==> src/rtl/imem_sync.sv <==
// -----------------------------------------------------------------------------
// imem_sync -- synchronous instruction memory with a registered read port.
//
// Sits between fetch (PC -> req_addr) and decode (rsp_data -> IR). After reset
// the array is optionally cleared one word per cycle (FILL) before fetches and
// loads are allowed (RUN). Fetches use a valid/ready handshake with exactly one
// cycle of latency; misaligned or out-of-range fetches return NOP_INSTR and
// flag rsp_err instead of reading the array.
//
// Ports:
//   clk, rst_n             clock (rising edge), asynchronous active-low reset
//   req_valid/req_ready    fetch request handshake, req_addr = byte address
//   rsp_valid/rsp_ready    response handshake, rsp_data = word or NOP_INSTR,
//                          rsp_err = {out_of_range, misaligned}
//   load_en/load_ready     program-load write of load_data at load_addr
//                          (bits [1:0] ignored, upper bits wrap modulo DEPTH)
//   busy                   zero-fill in progress
// -----------------------------------------------------------------------------
module imem_sync #(
  parameter int                 DEPTH     = 64,
  parameter int                 DATA_W    = 32,
  parameter int                 ZERO_FILL = 1,
  parameter logic [DATA_W-1:0]  NOP_INSTR = DATA_W'(32'h0000_0013)
) (
  input  logic              clk,
  input  logic              rst_n,
  input  logic              req_valid,
  output logic              req_ready,
  input  logic [31:0]       req_addr,
  output logic              rsp_valid,
  input  logic              rsp_ready,
  output logic [DATA_W-1:0] rsp_data,
  output logic [1:0]        rsp_err,
  input  logic              load_en,
  output logic              load_ready,
  input  logic [31:0]       load_addr,
  input  logic [DATA_W-1:0] load_data,
  output logic              busy
);

  localparam int IW = $clog2(DEPTH);

  typedef enum logic {ST_FILL, ST_RUN} state_t;
  localparam state_t RST_STATE = (ZERO_FILL != 0) ? ST_FILL : ST_RUN;

  state_t            state_q, state_d;
  logic [IW-1:0]     cnt_q, cnt_d;
  logic              rsp_valid_q, rsp_valid_d;
  logic [DATA_W-1:0] rsp_data_q, rsp_data_d;
  logic [1:0]        rsp_err_q, rsp_err_d;

  logic [DATA_W-1:0] mem [DEPTH];

  logic          run;
  logic          fetch_fire;
  logic [IW-1:0] req_idx;
  logic [IW-1:0] load_idx;
  logic          fault_mis;
  logic          fault_oor;

  assign run       = (state_q == ST_RUN);
  assign req_idx   = req_addr[IW+1:2];
  assign load_idx  = load_addr[IW+1:2];
  assign fault_mis = |req_addr[1:0];
  assign fault_oor = (req_addr[31:2] >= 30'(DEPTH));

  // A load owns the cycle, and a stalled response blocks new fetches.
  assign req_ready  = run & ~load_en & (~rsp_valid_q | rsp_ready);
  assign fetch_fire = req_valid & req_ready;

  assign load_ready = run;
  assign busy       = (state_q == ST_FILL);
  assign rsp_valid  = rsp_valid_q;
  assign rsp_data   = rsp_data_q;
  assign rsp_err    = rsp_err_q;

  always_comb begin
    state_d     = state_q;
    cnt_d       = cnt_q;
    rsp_valid_d = rsp_valid_q;
    rsp_data_d  = rsp_data_q;
    rsp_err_d   = rsp_err_q;

    if (state_q == ST_FILL) begin
      cnt_d = cnt_q + IW'(1);
      // Last word is written on this edge; RUN starts on the next one.
      if (cnt_q == IW'(DEPTH - 1)) begin
        state_d = ST_RUN;
      end
    end

    if (fetch_fire) begin
      rsp_valid_d = 1'b1;
      rsp_err_d   = {fault_oor, fault_mis};
      rsp_data_d  = (fault_oor | fault_mis) ? NOP_INSTR : mem[req_idx];
    end else if (rsp_ready) begin
      rsp_valid_d = 1'b0;
    end
  end

  always_ff @(posedge clk or negedge rst_n) begin
    if (!rst_n) begin
      state_q     <= RST_STATE;
      cnt_q       <= '0;
      rsp_valid_q <= 1'b0;
      rsp_data_q  <= '0;
      rsp_err_q   <= '0;
    end else begin
      state_q     <= state_d;
      cnt_q       <= cnt_d;
      rsp_valid_q <= rsp_valid_d;
      rsp_data_q  <= rsp_data_d;
      rsp_err_q   <= rsp_err_d;
    end
  end

  // Array has no reset; FILL clears it, loads are only taken in RUN.
  always_ff @(posedge clk) begin
    if (state_q == ST_FILL) begin
      mem[cnt_q] <= '0;
    end else if (load_en) begin
      mem[load_idx] <= load_data;
    end
  end

endmodule
==> config.mk <==
export PLATFORM = sky130hd
export DESIGN_NAME = imem_sync
export DESIGN_NICKNAME = d
export VERILOG_FILES = /design/src/rtl/imem_sync.sv
export SDC_FILE = /design/constraint.sdc
export NUM_CORES = 2
export LEC_CHECK = 0
export BUFFER_PORTS_ARGS = -buffer_cell sky130_fd_sc_hd__buf_2
export CAP_MARGIN = 40
export CORE_ASPECT_RATIO = 1.1
export CORE_MARGIN = 2
export CORE_UTILIZATION = 50
export DETAILED_ROUTE_END_ITERATION = 10
export PLACE_DENSITY_LB_ADDON = 0.08
export SKIP_CTS_REPAIR_TIMING = 1
export SLEW_MARGIN = 30
export SYNTH_ARGS = -nofsm -noshare
export SYNTH_HDL_FRONTEND = slang
export SYNTH_SLANG_ARGS = --single-unit
==> constraint.sdc <==
create_clock -name clk -period 3.45 [get_ports clk]
set_clock_uncertainty 0.2 [all_clocks]
set_input_delay 0.345 -clock clk [delete_from_list [all_inputs] [get_ports clk]]
set_output_delay 0.345 -clock clk [all_outputs]
set_load 0.01 [all_outputs]
==> key figures <==
Status
  – Outcome: finished clean

Clock tree
  – # H-tree levels: 4
  – CTS Buf Count: between 200 and 250
  – Worst-path clk slew: about 60 ps
  – CTS tree: yes
  – Clock sinks: between 2,000 and 2,500
  – Clk Latency, worst-skew pair: around 830 ps
  – CTS max path bufs: 3
  – Clock root buffer: clkbuf_16

Pwr
  – VDD IR-drop max: roughly 0.46 mV
  – Final Total Pwr: between 50 and 60 mW
  – Leakage: about 25 nW
  – Pwr/cell area: 540 mW/mm2

Routing
  – DR pass1 iterations: 7
  – Vias: between 40,000 and 50,000
  – Routed vias/inst: 6.39
  – DRT antenna net count: 0
  – WL per Instance: between 30 and 40 um
  – Post-Route WL: between 200,000 and 250,000 um
  – Drt drc: 0
  – Drt first-iter violations: 5,186

Die
  – # rows: 154
  – Num ports: ~140
  – Die height: roughly 420 um
  – Die W: between 300 and 400 um
  – Core area: between 0.15 and 0.2 mm2
  – Die outline area: roughly 0.16 mm2
  – Initial Util: 50.3%

Global routing
  – Vias in the first global route: just over 40,000
  – Grt ovf: 0
  – Pin count of the biggest net entering global routing: 65
  – Overall Global Routing Usage: roughly 27%
  – Initial antenna violation count: 8
  – Global-route wire length before repair: 310,000 um

Cells and area
  – Synth-to-Final Area Change: 16.1%
  – Sequential Area: roughly 0.063 mm2
  – Multi-input logic area: 0.0172 mm2
  – Filler cell count: roughly 12,000
  – Fraction of layout cells with a size suffix above 1: a little under a third
  – Final layout net count: 4,222

Timing
  – Final Slew Violations: 0
  – Measured slew at the worst slew-check pin: slightly above 900 ps
  – Min Clock Period, post-route: about 3300 ps
  – Final Hold Viols: 0
  – Fmax: between 300 and 400 MHz
  – # setup viols final: 0
  – Tcrit/Tclk final: 94.8%
  – RSZ-0062 raised after global routing: no
  – Max_slew headroom: a little under two fifths
  – Setup TNS: 0 ps

Logic synthesis
  – Synth warn: 0
  – FFs w/ async S/R, synth: approximately 2.0%
  – Post-synth EDFFs: 2,048
  – Synth unique cells: 64
  – Flops & latches, synth: between 2,000 and 2,500
  – Prevailing post-synth register cell: edfxtp_1
  – Post-Synthesis Cells: 3,671
  – Mapped Nets: approximately 3,800
  – Post-Syn Area: 0.0804 mm2
  – Sequential area share after synthesis: a little under 80%
  – Syn_area_per_cell: around 22 um2

Worst setup path
  – Worst-path maximum fanout: 25
  – Crit start category: flop
  – CP cell instances: buf_4 > nand2_1 > buf_4 > o21ai_0 > nand2_1 > nor2_4 > buf_12
  – Worst path arrival time: approximately 3600 ps
  – CP Capture Type: flop
  – Critical path's largest stage delay: about 540 ps
  – Top Family by Delay on Critical Path: simple AND/OR/NAND/NOR gates
  – WP data required: around 3800 ps
  – WS Path Type: flop to flop
  – Worst path bufs/invs: 3
  – Cell at the slowest stage of the critical path: o21ai_0

Flow run
  – MaxCap Viol Count: 0

Place
  – Port bufs: ~110
  – Gpl congestion: 0.819
  – DP HPWL: 133,000 um

Hold path
  – HP Class: input pin to flop
## state kept, by name, indices dropped and copies added (netlist names)
name,flops
cnt_q,6
load_ready,1
rsp_err,2
rsp_data,32
mem,2048
rsp_valid,1
## cells in the final DEF, fill, tap and decap left out, drive strengths merged, types with 16 or more instances in the layout
| cell | netlist | routed |
|---|---|---|
| and3 | 35 | 35 |
| nand2 | 136 | 136 |
| clkbuf | 69 | 276 |
| edfxtp | 2048 | 2048 |
| nand3 | 45 | 45 |
| a21oi | 21 | 21 |
| bufinv | 0 | 16 |
| nor2 | 107 | 107 |
| o21ai | 81 | 81 |
| mux2i | 144 | 144 |
| clkinv | 1 | 68 |
| dfrtp | 42 | 42 |
| a22oi | 33 | 33 |
| buf | 134 | 435 |
| mux4 | 495 | 495 |
| o22ai | 51 | 51 |
| a221oi | 50 | 50 |
## cell usage after synthesis, types with 7 or more instances
master,count,share of area (%)
nor2_1,107,0.50
o21ai_0,68,0.42
clkbuf_1,69,0.32
a22oi_1,33,0.31
o211ai_1,14,0.13
o22ai_1,51,0.40
nor4_1,7,0.054
nand2b_1,12,0.093
nand3_1,45,0.28
nand4_1,11,0.086
edfxtp_1,2048,76
mux2i_1,144,1.8
dfrtp_1,42,1.3
buf_6,16,0.22
buf_4,42,0.39
a31oi_1,13,0.10
a221oi_1,50,0.54
buf_1,19,0.089
a21oi_1,21,0.13
nor2b_1,11,0.086
nor3_1,12,0.075
buf_2,57,0.35
inv_1,7,0.033
mux4_2,495,14
nand2_1,136,0.63
or3_1,7,0.054
o21ai_1,13,0.081
and3_1,35,0.27
## path summary, 6_finish.rpt
kind                                     startpoint                        to  slack [ps]  depth (start not counted)
setup / recovery               load_ready$_DFF_PN0_      mem[26][6]$_DFFE_PP_         180                          7
hold / removal                         load_data[1]      mem[53][1]$_DFFE_PP_          20                          2
setup reg to reg               load_ready$_DFF_PN0_      mem[26][6]$_DFFE_PP_         180                          7
hold reg to reg            rsp_data[15]$_DFFE_PN0P_  rsp_data[15]$_DFFE_PN0P_         300                          2
max in group asynchronous                     rst_n  rsp_data[27]$_DFFE_PN0P_        1630                          3
min in group asynchronous                     rst_n   rsp_data[6]$_DFFE_PN0P_          40                          3
## worst register-to-register path: cells and delay by family, from the launching register on
family                 cells  cell delay (ps)
and+or+nand+nor            3             1060
AOI/OAI and AO/OA          1              540
buffers and inverters      3              730
DFF                        1              370
## area by class of cell
class | instances | share of cell area (%)
Tap cell | 2106 | 2.82
Inverter | 9 | 0.0416
Multi-Input combinational cell | 1369 | 18.5
Timing Repair Buffer | 449 | 4.74
Antenna cell | 3 | 0.00805
Clock buffer | 276 | 5.93
Sequential cell | 2090 | 67.0
Clock inverter | 91 | 0.949
## per-layer routing
metal | vias up | global-route usage [%] | part of all wire (%)
met5 | - | 0 | 0.0068
met4 | 2 | 8.01 | 2.8
met3 | 309 | 4.93 | 8.6
met2 | 1951 | 43.7 | 49
met1 | 22100 | 38.9 | 40
li1 | 16500 | - | -
## per-stage QoR
| stage | hold WS, ps | utilization (%) | cell area (um2) | worst slack [ps] | cells |
|---|---|---|---|---|---|
| 2_1_floorplan | -151 | - | 80400 | -20.9 | 3671 |
| 3_3_place_gp | 282 | 54.1 | 86500 | 190 | 6001 |
| 3_5_place_dp | 169 | 54.2 | 86700 | 230 | 6008 |
| 4_1_cts | -729 | 58.2 | 93100 | 268 | 6375 |
| 5_1_grt | 7.74 | 58.3 | 93300 | 123 | 6390 |
| 6_report | 21.8 | 58.3 | 93300 | 179 | 6393 |
## power breakdown
group | internal [mW] | total (mW) | switching [mW]
clock network | 12.4 | 21.6 | 9.20
logic | 0.533 | 1.37 | 0.833
registers | 27.4 | 27.4 | 0.00449
## cells by family (layout without fill, tap and decap cells)
kind of cell / count (synthesis) / count (layout) / synth area share [%]
flops: 2090 / 2090 / 77.8
mux: 640 / 640 / 15.7
simple gates: 408 / 408 / 2.35
compound gates: 315 / 315 / 2.67
buf+inv: 212 / 825 / 1.42
xor+xnor: 5 / 5 / 0.0545
fa+ha+maj: 1 / 1 / 0.0156
other cells: 0 / 3 / 0
No activity file was read; power rests on OpenSTA's default activity.
